## src/rtl/pwm_generator.sv

```systemverilog
// Center-aligned three-phase PWM with valley-loaded double-buffered duties and
// per-phase dead-time insertion between complementary high/low gate drives.
//
// carrier direction | meaning
// DIR_UP            | counting 0 -> MAX, turns around after MAX
// DIR_DOWN          | counting MAX -> 0, turns around after 0
module pwm_generator #(
  parameter int WIDTH     = 8,
  parameter int DEAD_TIME = 4
) (
  input  logic             clk,
  input  logic             rst,
  input  logic             en,
  input  logic             duty_valid,
  input  logic [WIDTH-1:0] da_on,
  input  logic [WIDTH-1:0] db_on,
  input  logic [WIDTH-1:0] dc_on,
  output logic [2:0]       gate_hi,
  output logic [2:0]       gate_lo,
  output logic [WIDTH-1:0] cnt,
  output logic             sync
);

  localparam logic [WIDTH-1:0] MAX     = '1;
  localparam logic [WIDTH-1:0] ONE     = WIDTH'(1);
  localparam int               DTW     = (DEAD_TIME > 0) ? $clog2(DEAD_TIME + 1) : 1;
  localparam logic [DTW-1:0]   DT_LAST = DTW'(DEAD_TIME);
  localparam logic [DTW-1:0]   DT_ONE  = DTW'(1);

  typedef enum logic {
    DIR_UP   = 1'b0,
    DIR_DOWN = 1'b1
  } dir_t;

  dir_t                        dir_q, dir_d;
  logic [WIDTH-1:0]            cnt_q, cnt_d;
  logic [2:0][WIDTH-1:0]       pend_q, pend_d;
  logic [2:0][WIDTH-1:0]       act_q, act_d;
  logic                        pend_flag_q, pend_flag_d;
  logic [2:0]                  level_q, level_d;
  logic [2:0][DTW-1:0]         dt_q, dt_d;
  logic [2:0]                  gate_hi_q, gate_hi_d;
  logic [2:0]                  gate_lo_q, gate_lo_d;
  logic [2:0][WIDTH-1:0]       duty_in;
  logic [2:0]                  ideal;
  logic                        valley;

  assign duty_in = {dc_on, db_on, da_on};
  assign valley  = en && (cnt_q == '0);

  always_comb begin
    cnt_d = cnt_q;
    dir_d = dir_q;
    if (!en) begin
      cnt_d = '0;
      dir_d = DIR_UP;
    end else if (dir_q == DIR_UP) begin
      if (cnt_q == MAX) begin
        cnt_d = cnt_q - ONE;
        dir_d = DIR_DOWN;
      end else begin
        cnt_d = cnt_q + ONE;
      end
    end else begin
      if (cnt_q == '0) begin
        cnt_d = cnt_q + ONE;
        dir_d = DIR_UP;
      end else begin
        cnt_d = cnt_q - ONE;
      end
    end
  end

  // A strobe landing on the valley edge bypasses the pending buffer entirely.
  always_comb begin
    pend_d      = pend_q;
    act_d       = act_q;
    pend_flag_d = pend_flag_q;
    if (valley) begin
      if (duty_valid) begin
        act_d       = duty_in;
        pend_flag_d = 1'b0;
      end else if (pend_flag_q) begin
        act_d       = pend_q;
        pend_flag_d = 1'b0;
      end
    end else if (duty_valid) begin
      pend_d      = duty_in;
      pend_flag_d = 1'b1;
    end
  end

  always_comb begin
    for (int i = 0; i < 3; i++) begin
      ideal[i] = en && (cnt_q < act_q[i]);
    end
  end

  always_comb begin
    level_d   = level_q;
    dt_d      = dt_q;
    gate_hi_d = '0;
    gate_lo_d = '0;
    for (int i = 0; i < 3; i++) begin
      if (!en) begin
        level_d[i] = 1'b0;
        dt_d[i]    = '0;
      end else if (ideal[i] == level_q[i]) begin
        dt_d[i]      = '0;
        gate_hi_d[i] = level_q[i];
        gate_lo_d[i] = ~level_q[i];
      end else if (dt_q[i] == DT_LAST) begin
        level_d[i]   = ideal[i];
        dt_d[i]      = '0;
        gate_hi_d[i] = ideal[i];
        gate_lo_d[i] = ~ideal[i];
      end else begin
        dt_d[i] = dt_q[i] + DT_ONE;
      end
    end
  end

  always_ff @(posedge clk or posedge rst) begin
    if (rst) begin
      dir_q       <= DIR_UP;
      cnt_q       <= '0;
      pend_q      <= '0;
      act_q       <= '0;
      pend_flag_q <= 1'b0;
      level_q     <= '0;
      dt_q        <= '0;
      gate_hi_q   <= '0;
      gate_lo_q   <= '0;
    end else begin
      dir_q       <= dir_d;
      cnt_q       <= cnt_d;
      pend_q      <= pend_d;
      act_q       <= act_d;
      pend_flag_q <= pend_flag_d;
      level_q     <= level_d;
      dt_q        <= dt_d;
      gate_hi_q   <= gate_hi_d;
      gate_lo_q   <= gate_lo_d;
    end
  end

  assign gate_hi = gate_hi_q;
  assign gate_lo = gate_lo_q;
  assign cnt     = cnt_q;
  assign sync    = en && !rst && (cnt_q == '0);

endmodule

```

## config.mk

```make
export PLATFORM = sky130hd
export DESIGN_NAME = pwm_generator
export DESIGN_NICKNAME = d
export VERILOG_FILES = /design/src/rtl/pwm_generator.sv
export SDC_FILE = /design/constraint.sdc
export NUM_CORES = 1
export LEC_CHECK = 0
export ABC_CLOCK_PERIOD_IN_PS = 5100
export CAP_MARGIN = 20
export CORE_ASPECT_RATIO = 0.9
export CORE_MARGIN = 3
export CORE_UTILIZATION = 62
export CTS_CLUSTER_DIAMETER = 200
export CTS_CLUSTER_SIZE = 10
export DETAILED_ROUTE_END_ITERATION = 6
export PLACE_DENSITY = 0.89
export RECOVER_POWER = 50
export SETUP_SLACK_MARGIN = 0.2
export SLEW_MARGIN = 10
export SYNTH_ARGS = -nofsm -noshare
export SYNTH_HDL_FRONTEND = slang
export SYNTH_SLANG_ARGS = --single-unit
export TNS_END_PERCENT = 10
```

## constraint.sdc

```tcl
create_clock -name clk -period 5.1 [get_ports clk]
set_input_delay 0.51 -clock clk [delete_from_list [all_inputs] [get_ports clk]]
set_output_delay 0.51 -clock clk [all_outputs]
set_load 0.1 [all_outputs]
```

Yosys cells after proc, flatten, opt, wreduce, memory -nomap -nowiden
Index checks and enable logic that the tools add are counted.
W data, S select, Z words.
Word-level totals
  register bits: 76
  output and inout bits: 15
  logic and storage cells: 108
Operators by class
  $add $sub $neg: 5
  order comparisons: 3
  equal/unequal tests: 13
  muxes and demuxes: 48
  bitwise logic cells: 7
  reductions and logical operators: 15
Operators with widths (count)
  $mux W24: 2
  $mux W1: 33
  $mux W8: 4
  $mux W3: 9
  $lt A8 B8 Y1: 3
  $reduce_and A2 Y1: 5
  $add A3 B1 Y3 const B: 3
  $eq A3 B3 Y1 const B: 3
  $add A8 B1 Y8 const B: 1
  $eq A8 B8 Y1 const B: 1
  $logic_not A8 Y1: 1
  $sub A8 B1 Y8 const B: 1
  $not A1 Y1: 7
  $logic_and A1 B1 Y1: 6
  $ne A2 B1 Y1 const B: 3
  $ne A2 B2 Y1 const B: 3
  $reduce_bool A2 Y1: 2
  $eq A1 B1 Y1: 3
  $logic_not A1 Y1: 1

Logic depth before layout (Yosys ltp)
Gate-level depths: netlist of the first run.
  depth in word-level cells: 6
  mapped depth: 10
  mapped depth without buffers: 7

Worst setup path after synthesis of the first run
No wires, ideal clock.
  path type: reg2out
  start point: register cnt_q[0], in the netlist cnt[0]
  end point: output sync
  arrival: 2.882 ns
  required time: 4.590 ns
  slack: 1.708 ns
  cell stages (with the launch flop): 7
  path through: dfrtp_1 -> buf_6 -> inv_1 -> ha_1 -> nor3b_2 -> nand3_2 -> nor2_1
Between the ends
  cells in the longest elaborated chain, start to end: 2
RTL lines
  start, declared: line 36  | logic [WIDTH-1:0] cnt_q, cnt_d;
  start signal, assigned: line 136  | cnt_q <= cnt_d;
  $logic_not A8 Y1: line 150  | assign sync = en && !rst && (cnt_q == '0);
  $logic_and A1 B1 Y1: line 150
  end, declared: line 21  | output logic sync
No other way between the ends.

Worst setup path after layout of the first run
  start point: input en
  end point: output sync
Between the ends
  cells in the longest elaborated chain, start to end: 2
RTL lines
  start, declared: line 13  | input logic en,
  $logic_and A1 B1 Y1 (2 in a row): line 150
No other way between the ends.

==> flow_metrics.tcl, run 1 <==
set metrics [dict create \
    seqCellArea_sq_um 1900 \
    synth_edf_count 0 \
    synth_warnings 0 \
    drc 0 \
    syn_area_per_cell_sq_um 10.5 \
    antenna_found_initial 0 \
    clock_path_buffers 2 \
    worstPathArrival_ns 3.37 \
    skew_ns 0.0125 \
    multi_input_area_sq_um 2130 \
    fmax_mhz 258 \
    cp-end-kind "output pin" \
    power.leakage_uw 0.00233 \
    dp_hpwl_um 5810 \
    drv_cap 0 \
    critPathKind "in2out" \
    design_area_sq_um 4910 \
    grt_pass1_vias 3123 \
    drt-total-wl_um 7960 \
    run_status "finished clean" \
    rows 28 \
    grt_use_total 0.224 \
    synthArstFlopShare 1.00 \
    hold_buffers 0 \
    die-area_sq_um 7960 \
    vdd_drop_max_uv 289 \
    avgViaCountPerCell 5.63 \
    ys_seq_area_frac 0.443 \
    cts.sinks 76 \
    final_util 0.737 \
    wl_per_cell_um 14.8 \
    cp.required_ns 4.59 \
    finalSetupViolCount 0 \
    tightest_slew_ns 1.02 \
    start_kind "input port" \
    start_util 0.645 \
    fin_crit_sh 0.761 \
    drv_slew 0 \
    rsz0062_at_grt "no" \
    clk_pin_slew_ns 0.08 \
    die_h_um 84.9 \
    slew_headroom 0.321 \
    dr.pass1.iters 4 \
    final_cells 539 \
    ys.flop_type "dfrtp_1" \
    p_per_area_nw_per_um2 349 \
    globalplace.congestion 0.888 \
    grt_max_degree 58 \
    area_delta_synth_final_pct 14.3 \
    layout-drive-gt1-share 0.138 \
    synth.cell_area_sq_um 4290 \
    clk_root_buffer_cell "clkbuf_8" \
    tns_ns 0 \
    overflow 0 \
    cts_made_buffers 9 \
    die_x_um 93.7 \
    first_iter_violations 115 \
    min_period_ns 3.88 \
    grt_pass1_wl_um 14200 \
    synth_cells 407 \
    cts_tree "built" \
    ys_ff_latch 76 \
    vias 3036 \
    htree_levels 3 \
    ctsResizeCount 0 \
    pin_count 43 \
    hp-class "reg2reg" \
    syn_nets 465 \
    cts_setup_buffers 0 \
    clk_latency_ns 0.35 \
    fill_cells 478 \
    port_buffers 42 \
    antenna_left 0 \
    p_total_uw 1710 \
    nets 502 \
    post_dp_cell_area_sq_um 4740 \
    path_max_fanout 28 \
    core_area_sq_um 6660 \
    placed_cells 523 \
    hold_viol_final 0 \
    synthDistinctLibCells 53 \
    antenna_cells 0 \
]
[worst max-delay path: stages]
cell and delay [ns]:
dlygate4sd3_1 0.52, clkbuf_1 0.74, nand3_1 0.29, nor2_1 0.16
clkdlybuf4s50_1 1.15
[state kept, by name (all words and copies together) (netlist names)]
register     flops
pend_flag_q      1
level_q          3
dir_q            1
pend_q          24
gate_hi          3
dt_q             9
act_q           24
gate_lo          3
cnt              8
[metal layers]
| layer | share of wire | track usage |
|---|---|---|
| met5 | 0 | 0 |
| met4 | 0.010 | 0.0840 |
| met3 | 0.053 | 0.0594 |
| met2 | 0.48 | 0.355 |
| met1 | 0.46 | 0.296 |
[cells by family after synthesis]
kind of cell    count (synthesis)  share of synthesized area
simple gates                  118                      0.149
flops                          76                      0.443
compound gates                 66                      0.104
mux                            58                      0.149
buf+inv                        55                     0.0595
fa+ha+maj                      30                     0.0874
xor+xnor                        4                    0.00816
[placed cells by master, fill, tap and decap left out, types with 2 or more instances in the layout]
cell and n:
nor4_1 4, o31ai_1 10, a221o_1 3, nand2_1 40, clkbuf_8 11, mux2i_1 31
nand3_1 8, ha_1 30, xnor2_1 3, nor2_1 14, dfrtp_1 76, inv_1 35
clkinv_2 2, clkdlybuf4s50_1 40, mux2_2 20, buf_4 3, a21oi_1 3, and2_1 11
nor3_1 15, o21ai_0 36, nand2b_1 6, a2111oi_2 2, a21o_1 4, and3_1 3
nand4_1 2, dlygate4sd3_1 2, or2_4 2, mux2_4 7
[cells in the mapped netlist (all sizes together) (5+ instances only)]
cell type	count	area, sq um
nand3	8	45.0
nor3	15	75.1
nor2	14	52.6
nand2b	7	51.3
dfrtp	76	1900
and2	12	77.6
o21ai	37	189
inv	35	131
o31ai	10	75.1
ha	30	375
clkbuf	6	23.8
nand2	40	150
mux2	27	330
nor4	5	52.6
mux2i	31	310
buf	14	100
[metrics by stage]
step                      setup slack [ns]  hold WS (ns)
final                                 1.22         0.488
after global routing                  1.02         0.516
after CTS                             1.73         0.493
after detailed placement              1.99         0.471
after global placement                1.98         0.462
after floorplan                       1.71         0.450
[final timing paths]
check                      slack, ns  depth (start not counted)                 endpoint                  from
min in group asynchronous       0.74                          2  pend_flag_q$_DFFE_PP0P_                   rst
setup / recovery                1.22                          5                     sync                    en
max in group asynchronous       3.18                          3     act_q[9]$_DFFE_PP0P_                   rst
hold reg to reg                 0.49                          2     act_q[6]$_DFFE_PP0P_  act_q[6]$_DFFE_PP0P_
setup reg to reg                2.61                          5        dt_q[0]$_DFF_PP0_      cnt[2]$_DFF_PP0_
hold / removal                  0.49                          2     act_q[6]$_DFFE_PP0P_  act_q[6]$_DFFE_PP0P_
[power breakdown]
group	internal (uW)	total, uW	switching (uW)	leakage [uW]
Clock	204	427	223	0.0000957
Sequential	722	799	76.5	0.000957
Combinational	219	488	269	0.00128
[layout make-up]
class / count / share of cell area
inverter: 35 / 0.0268
sequential: 76 / 0.388
tap: 90 / 0.0229
clock buffer: 11 / 0.0309
multi-input combinational: 276 / 0.434
timing repair buffer: 46 / 0.0910
clock inverter: 5 / 0.00714
No activity file was read; power rests on OpenSTA's default activity.
==> inputs of run 2 (changes only) <==
Settings changed: ABC_CLOCK_PERIOD_IN_PS 5100 to 3100, CORE_UTILIZATION 62 to 52, PLACE_DENSITY 0.89 to 0.8.
Clock period 5.1 ns to 3.1 ns, I/O delays scaled along.
==> flow_metrics.tcl, run 2 (same netlist as run 1, synthesis figures left out) <==
set metrics [dict create \
    run_status "finished clean" \
    cts_made_buffers 9 \
    core_area_sq_um 7770 \
    die-area_sq_um 9380 \
    drt-total-wl_um 8240 \
    fmax_mhz 397 \
    crit_chain "inv_1 > ha_1 > nor3b_1 > nand3_2 > nor2_2 > buf_4" \
    multi_input_area_sq_um 2140 \
    drc 0 \
    grt_use_met2 0.281 \
    finalSetupViolCount 0 \
    hold_buffers 0 \
    antenna_left 0 \
    clk_pin_slew_ns 0.08 \
    cts_tree "built" \
    clk_root_buffer_cell "clkbuf_8" \
    design_area_sq_um 4970 \
    final_cell_mix "dfrtp_1, nand2_1, o21ai_0" \
    hp-class "reg2reg" \
    dr.pass1.iters 4 \
    critical_path_buf_inv_count 2 \
    p_per_area_nw_per_um2 619 \
    layout-drive-gt1-share 0.151 \
    reg_top3 "act_q (24), pend_q (24), dt_q (9)" \
    ff2ff_path_depth 7 \
    power.leakage_uw 0.00237 \
    grt_pass1_vias 2913 \
    wl_per_cell_um 15.1 \
    hold_depth 2 \
    final_util 0.639 \
    critPathKind "reg2out" \
    slew_headroom 0.226 \
    tns_ns 0 \
    antenna_cells 0 \
    path_max_fanout 11 \
    vias 3030 \
    pin_count 43 \
    min_period_ns 2.52 \
    skew_ns 0.00894 \
    place_ws_ns 0.810 \
    worstSetupPathDepth 6 \
    final_common_cell "dfrtp_1" \
    start_kind "register" \
    overflow 0 \
    start_util 0.552 \
    rows 30 \
    cts_setup_buffers 0 \
    die_x_um 102 \
    ctsResizeCount 0 \
    gr-usage-met1 0.273 \
    first_iter_violations 124 \
    cp.required_ns 2.79 \
    rsz0062_at_grt "no" \
    post_dp_cell_area_sq_um 4740 \
    port_buffers 42 \
    htree_levels 3 \
    hold_viol_final 0 \
    use_met3 0.0373 \
    tightest_slew_ns 1.17 \
    worstPathArrival_ns 2.21 \
    seqCellArea_sq_um 1900 \
    clk_latency_ns 0.35 \
    grt-busiest-layer "met2" \
    fill_cells 639 \
    crit_slowest_cell "dfrtp_1" \
    fin_crit_sh 0.813 \
    die_h_um 92.2 \
    grt_pass1_wl_um 14100 \
    grt_max_degree 49 \
    nets 502 \
    drv_cap 0 \
    area_delta_synth_final_pct 15.7 \
    avgViaCountPerCell 5.56 \
    cp-end-kind "output pin" \
    drv_slew 0 \
    cts.sinks 76 \
    clock_path_buffers 2 \
    cp_top_family "simple AND/OR/NAND/NOR gates" \
    grt_use_total 0.188 \
    antenna_found_initial 0 \
    cpPeakStageDelay_ns 0.52 \
    globalplace.congestion 0.875 \
    dp_hpwl_um 5910 \
    fin_ws_ns 0.580 \
    vdd_drop_max_uv 305 \
]
==> run 2: cell types whose count changed in the layout (fill, tap and decap cells not counted), moves of 2 or more <==
cell	change
clkdlybuf4s50_1	-8
buf_4	+3
clkinv_2	-2
bufinv_16	+3
clkbuf_1	+5
==> run 2: layout make-up <==
type | count | area share
multi-input cells | 276 | 0.430
flip-flops and latches | 76 | 0.383
repair buffers | 46 | 0.0842
clock buffers | 11 | 0.0305
inverters | 35 | 0.0265
well taps | 96 | 0.0242
clock inverters | 5 | 0.0214
==> run 2: worst reg2reg max path, cell delays in order (launching register included) <==
cell     delay (ns)
dfrtp_1        0.52
inv_1          0.17
ha_1           0.18
nor3b_1        0.39
a21oi_1        0.17
nor2_1         0.37
mux2i_1        0.29
mux2i_1        0.24
==> run 2: layer usage <==
layer | share of wire | vias up | wire length, um
li1 | - | 1493 | -
met1 | 0.49 | 1459 | 4070
met2 | 0.45 | 68 | 3680
met3 | 0.046 | 10 | 378
met4 | 0.013 | 0 | 106
met5 | 0 | - | 0
==> run 2: stage by stage <==
stage                     total power, uW  instances  hold WS, ns
after CTS                            3100        545        0.439
after detailed placement             2140        529        0.471
after global routing                 3270        545        0.522
after floorplan                      1940        407        0.450
final                                3070        545        0.483
after global placement               2100        529        0.463
==> run 2: power breakdown <==
group | switching (uW) | internal, uW
clock | 373 | 582
combinational | 443 | 360
sequential | 126 | 1190
total | 943 | 2130
==> run 2: worst paths after layout <==
check                                      start  slack (ns)               endpoint
max reg2reg                     cnt[0]$_DFF_PP0_        0.68       cnt[5]$_DFF_PP0_
min in group asynchronous                    rst        0.73       cnt[3]$_DFF_PP0_
min reg2reg                act_q[13]$_DFFE_PP0P_        0.48  act_q[13]$_DFFE_PP0P_
min                        act_q[13]$_DFFE_PP0P_        0.48  act_q[13]$_DFFE_PP0P_
max in group asynchronous                    rst        1.56  pend_q[8]$_DFFE_PP0P_
max                             cnt[0]$_DFF_PP0_        0.58                   sync
